<file path="src/rtl/demux1x4_router.sv">
// 1-to-4 packet demultiplexer with one registered output slot per channel.
// The destination of a multi-beat packet is locked on its first beat.
module demux1x4_router #(
    parameter int DATA_W = 8
) (
    input  logic                clk,
    input  logic                rst,
    input  logic                in_valid,
    output logic                in_ready,
    input  logic [DATA_W-1:0]   in_data,
    input  logic [1:0]          in_sel,
    input  logic                in_last,
    output logic [3:0]          out_valid,
    input  logic [3:0]          out_ready,
    output logic [4*DATA_W-1:0] out_data,
    output logic [3:0]          out_last,
    output logic [31:0]         beat_cnt,
    output logic                busy
);

    typedef enum logic {
        IDLE,
        PKT
    } state_t;

    state_t     state;
    logic [1:0] lock_ch;
    logic [1:0] eff_ch;
    logic       accept;

    // A full slot that drains this cycle can take a new beat, so ready
    // looks only at the effective channel's slot and its downstream ready.
    assign eff_ch   = (state == PKT) ? lock_ch : in_sel;
    assign in_ready = !out_valid[eff_ch] || out_ready[eff_ch];
    assign accept   = in_valid && in_ready;

    always_ff @(posedge clk) begin
        if (rst) begin
            state   <= IDLE;
            lock_ch <= 2'd0;
            busy    <= 1'b0;
        end else if (accept) begin
            case (state)
                IDLE: begin
                    if (!in_last) begin
                        state   <= PKT;
                        lock_ch <= in_sel;
                        busy    <= 1'b1;
                    end
                end
                PKT: begin
                    if (in_last) begin
                        state <= IDLE;
                        busy  <= 1'b0;
                    end
                end
                default: begin
                    state <= IDLE;
                    busy  <= 1'b0;
                end
            endcase
        end
    end

    // Loading wins over draining; slots not addressed drain on their own.
    always_ff @(posedge clk) begin
        if (rst) begin
            out_valid <= 4'd0;
            out_last  <= 4'd0;
            out_data  <= '0;
            beat_cnt  <= 32'd0;
        end else begin
            for (int k = 0; k < 4; k++) begin
                if (accept && (eff_ch == 2'(k))) begin
                    out_valid[k]                <= 1'b1;
                    out_last[k]                 <= in_last;
                    out_data[k*DATA_W +: DATA_W] <= in_data;
                    beat_cnt[k*8 +: 8]          <= beat_cnt[k*8 +: 8] + 8'd1;
                end else if (out_valid[k] && out_ready[k]) begin
                    out_valid[k] <= 1'b0;
                end
            end
        end
    end

endmodule

</file>
<file path="config.mk">
export PLATFORM = sky130hd
export DESIGN_NAME = demux1x4_router
export DESIGN_NICKNAME = d
export VERILOG_FILES = /design/src/rtl/demux1x4_router.sv
export SDC_FILE = /design/constraint.sdc
export NUM_CORES = 1
export LEC_CHECK = 0
export ABC_AREA = 1
export BUFFER_PORTS_ARGS = -buffer_cell sky130_fd_sc_hd__buf_2
export CORE_MARGIN = 3
export CORE_UTILIZATION = 57
export DETAILED_ROUTE_END_ITERATION = 7
export PLACE_DENSITY = 0.85
export SYNTH_ARGS = -nofsm -noshare
export SYNTH_HDL_FRONTEND = slang
export SYNTH_SLANG_ARGS = --single-unit
</file>
<file path="constraint.sdc">
create_clock -name clk -period 3.6 [get_ports clk]
set_input_delay 0.54 -clock clk [delete_from_list [all_inputs] [get_ports clk]]
set_output_delay 0.54 -clock clk [all_outputs]
set_load 0.02 [all_outputs]
</file>
# [After elaboration in Yosys (flattened, before gate mapping)]
# Index checks and enable logic that the tools add are counted.
[totals] ff_bits=76 out_inout_bits=74 elab_cells=66
[classes] n_addsub=4 magnitude_cmp=1 n_eq_ne=5 n_mux=17 n_bitwise=2 n_reduce_logical=18
[ops] op="8-bit by 1-bit adder with 8-bit output (second input constant)" count=4
[ops] op="1-bit 2-to-1 mux" count=13
[ops] op="1-bit logical AND" count=9
[ops] op="2-bit nonzero test" count=4
[ops] op="3-bit AND reduction" count=2
[ops] op="1-bit binary-select mux with 2-bit select" count=2
[ops] op="2-bit equality test (second input constant)" count=2
[ops] op="2-bit inequality test (second input constant)" count=2
[ops] op="2-bit by 3-bit < comparator with 1-bit output (second input constant)" count=1
[ops] op="2-bit by 1-bit equality test with 1-bit output (second input constant)" count=1
[ops] op="2-bit zero test" count=1
[ops] op="2-bit 2-to-1 mux" count=1
[ops] op="1-bit inverter" count=2
[ops] op="1-bit case mux with 2 select lines" count=1
[ops] op="1-bit zero test" count=1
[ops] op="1-bit logical OR" count=1

# [Longest topological paths before layout]
[logic_depth] ltp_word=8 mapped_depth=13 mapped_depth_nobuf=12

# [Worst setup path before layout]
# OpenSTA, ideal clock, no wires.
[synth_timing] path_kind="input port to output port" from="in in_sel[0]" to="out in_ready" arrival_ns=1.316 path_slack_ns=1.744 stages=8 path_buffers=1 cell_sequence="inv_1 > nand2_2 > nand2_2 > nand3_1 > nand2_1 > nor2_4 > nand2_8 > buf_2"
[synth_via] elab_chain_cells=5 elab_cells_between_ends=7 cone_classes="5 x mux; 2 x reduce/logical"
[synth_lines] element="start, declared" line_no="11" rtl="input logic [1:0] in_sel,"
[synth_lines] element="2-bit 2-to-1 mux *" line_no="33" rtl="assign eff_ch = (state == PKT) ? lock_ch : in_sel;"
[synth_lines] element="1-bit binary-select mux with 2-bit select" line_no="34" rtl="assign in_ready = !out_valid[eff_ch] || out_ready[eff_ch];"
[synth_lines] element="1-bit 2-to-1 mux (implied by the code)" line_no="34"
[synth_lines] element="1-bit zero test" line_no="34"
[synth_lines] element="1-bit logical OR *" line_no="34"
[synth_lines] element="end, declared" line_no="9" rtl="output logic in_ready,"
# Mark *: on every way between the ends. The rest lies on a longest branch, timed or not. The select of a mux whose other input is x is not followed.

# [Worst setup path in the final report]
[layout_timing] from="reg state" to="out in_ready"
[layout_via] elab_chain_cells=5 elab_cells_between_ends=7 cone_classes="5 x mux; 2 x reduce/logical"
[layout_lines] element="start, declared" line_no="26" rtl="state_t state;"
[layout_lines] element="start signal, assigned" line_no="39" rtl="state <= IDLE;"
[layout_lines] element="start signal, assigned" line_no="46" rtl="state <= PKT;"
[layout_lines] element="start signal, assigned" line_no="53" rtl="state <= IDLE;"
[layout_lines] element="2-bit 2-to-1 mux *" line_no="33"
[layout_lines] element="1-bit binary-select mux with 2-bit select" line_no="34"
[layout_lines] element="1-bit 2-to-1 mux (implied by the code)" line_no="34"
[layout_lines] element="1-bit zero test" line_no="34"
[layout_lines] element="1-bit logical OR *" line_no="34"
# Marks and branches as above.

==> impl_metrics.ini <==
[synth]
netlist_top_cells_count = 107 x nand2_1, 76 x dfxtp_1, 73 x a21oi_1
synth_xor_area_share_pct = 5.267
avgSynthCellArea_sq_um = 7.868
synth_top_area_share_pct = 41.59
seq_area_frac_synth_pct = 41.59
yosys-mux-area-fraction_pct = 0
synth_ff_type = dfxtp_1
ys.warnings.count = 0
yosys-top-cells-area = dfxtp_1 42%, nand4_1 12%, nand2_1 11%, a21oi_1 10%, xor2_1 3.6%
synthDistinctLibCells = 26
async_reset_ff_share_pct = 0
yosysMostFrequentCell = nand2_1
synth_seq_cells = 76
syn-cell-area_sq_mm = 0.003659
synth-compound-area-share_pct = 10.23
netlist_instances = 465
synth_top_family_by_area = simple AND/OR/NAND/NOR gates
synth_enable_flop_cells = 0
yosys.area_share.simple_pct = 32.56
synth_area_leader_cell = dfxtp_1
synth_fa_ha_area_share_pct = 1.710
syn_nets = 488

[floorplanning]
die_x_um = 86.12
start_util_pct = 60.36
core_area_sq_mm = 0.006061
top_level_ports = 92
fp-row-count = 28
die_h_um = 86.12
die_area_sq_mm = 0.007416

[sta]
maxClockFrequency_ghz = 0.3799
worst_hold_slack_ps = 451.7
finalSetupTns_ps = 0
grt_setup_unrepaired = false
clock_skew_ps = 11.08
hold_viol = 0
setup_viol = 0
period_share_pct = 73.12
worst_pin_slew_ps = 871.3
slew_headroom_pct = 41.85
fin_crit_ps = 2632
slew_viol_final = 0
setup_ws_ps = 967.5

[place]
place_area_sq_mm = 0.004023
pre_cts_slack_ps = 1247
placed_cells = 603
hpwl_um = 6177
gp_congestion = 0.9787
io_buffers = 91

[final_layout]
layout.nets = 562
fin_cells = 619
final_util_pct = 69.53
fillCellCount = 490
layout-drive-gt1-share_pct = 24.45
multiInputGateArea_sq_mm = 0.001821
n_antenna_cell = 0
synthToLayoutAreaGrowth_pct = 15.18
seq_area_sq_mm = 0.001521
fin_area_sq_mm = 0.004214

[global_routing]
antenna_found_initial = 0
grt.busiest_layer = met2
met3_usage_pct = 6.244
grt_pass1_vias = 3327
gr-total-overflow = 0
grt_max_degree = 79
grt_pass1_wl_um = 16100
use_met1_pct = 36.42
grt_usage_pct = 26.70
met2_usage_pct = 42.19

[run]
cap_violations = 0

[power_and_ir_drop]
seq_power_share_pct = 49.0
switching_share_pct = 30.38
p_switching_mw = 0.5560
p_total_mw = 1.830
p_per_area_mw_per_mm2 = 434.3
power_frac_comb_pct = 15.8
power.share.clock_pct = 35.2
p_int_mw = 1.274
vdd_drop_max_v = 0.0002977
p_leak_nw = 1.812

[cts]
clk_pin_slew_ps = 80
worstSkewPairLatency_ps = 350
postCtsResizedCells = 0
cts_buffer_depth = 2
cts_buffers = 9
cts.sinks = 76
cts_hold_buf = 0
clockRootBuffer = clkbuf_8
cts_setup_buffers = 0
cts_max_level = 3
cts_tree = done

[worst_setup_path]
crit_fanout = 78
cp_slowest_cell = dfxtp_1
end_kind = output pin
start_kind = register
cp_cell_sequence = inv_2 > nand2_1 > nand2_2 > nand3_1 > nand2_1 > nor2_4 > nand2_8 > buf_2
slowest_delay_ps = 450
crit_arrival_ps = 2090
cpMostUsedCell = nand2_1
path_class = register to output pin
crit_required_ps = 3060

[drt]
drt-total-wl_um = 9499
vias_per_cell = 5.914
route.detailed.drc = 0
dr.pass1.iters = 5
drt-initial-drc-count = 414
antenna_left = 0
wl_per_cell_um = 15.35
num_vias = 3661

[run_status]
status = complete, no violations

[min_path]
hold_class = input port to register
cells by family after synthesis:
group | after synthesis
AND/OR/NAND/NOR | 230
XOR/XNOR | 22
adder cells (fa/ha/maj) | 5
AO/OA/AOI/OAI | 74
flip-flops | 76
buffers and inverters | 58
final timing paths:
kind | from | end | slack (ps) | cells after the start
worst max register to register | state$_SDFFE_PP0P_ | beat_cnt[19]$_SDFFE_PP0P_ | 1430 | 7
worst min-delay path | out_ready[0] | out_valid[0]$_SDFFE_PP0P_ | 450 | 4
worst max-delay path | state$_SDFFE_PP0P_ | in_ready | 970 | 8
worst min register to register | out_data[25]$_SDFFE_PP0P_ | out_data[25]$_SDFFE_PP0P_ | 470 | 2
state kept, by name (all words and copies together), names as in the netlist:
register / count
beat_cnt: 32
out_data: 32
out_last: 4
out_valid: 4
lock_ch: 2
busy: 1
state: 1
worst max-delay path, delay by kind of cell, from the launching register on:
family	cells	cell delay, ps
buffers and inverters	2	420
DFF	1	450
and+or+nand+nor	6	820
cells in the final DEF (no fill, tap or decap), drive strengths merged:
cell type and count:
xor2 15, nand3 21, clkbuf 10, a21oi 74
nand2 117, xnor2 7, nor3 3, buf 96
nand4 71, nand3b 1, bufinv 1, ha 5
dfxtp 76, clkinv 2, inv 26, clkinvlp 2
nor2 17
routing by layer:
metal / wire, um / vias to the layer above
li1: - / 1748
met1: 4009 / 1727
met2: 4627 / 172
met3: 741 / 14
met4: 120 / 0
met5: 0 / -
power by group through the flow:
stage | clock network (mW) | registers [mW] | logic, mW
after global routing | 0.689 | 0.900 | 0.319
after floorplan | 0 | 0.948 | 0.182
after global placement | 0 | 0.915 | 0.280
final | 0.644 | 0.896 | 0.290
after detailed placement | 0 | 0.915 | 0.287
after CTS | 0.645 | 0.896 | 0.289
area by class of cell:
class | count | area share (%)
clock buffers | 10 | 3.028
clock inverters | 6 | 1.514
inverters | 25 | 2.227
multi-input cells | 331 | 43.20
flip-flops and latches | 76 | 36.10
well taps | 75 | 2.227
repair buffers | 96 | 11.70
No activity file was read; power rests on OpenSTA's default activity.
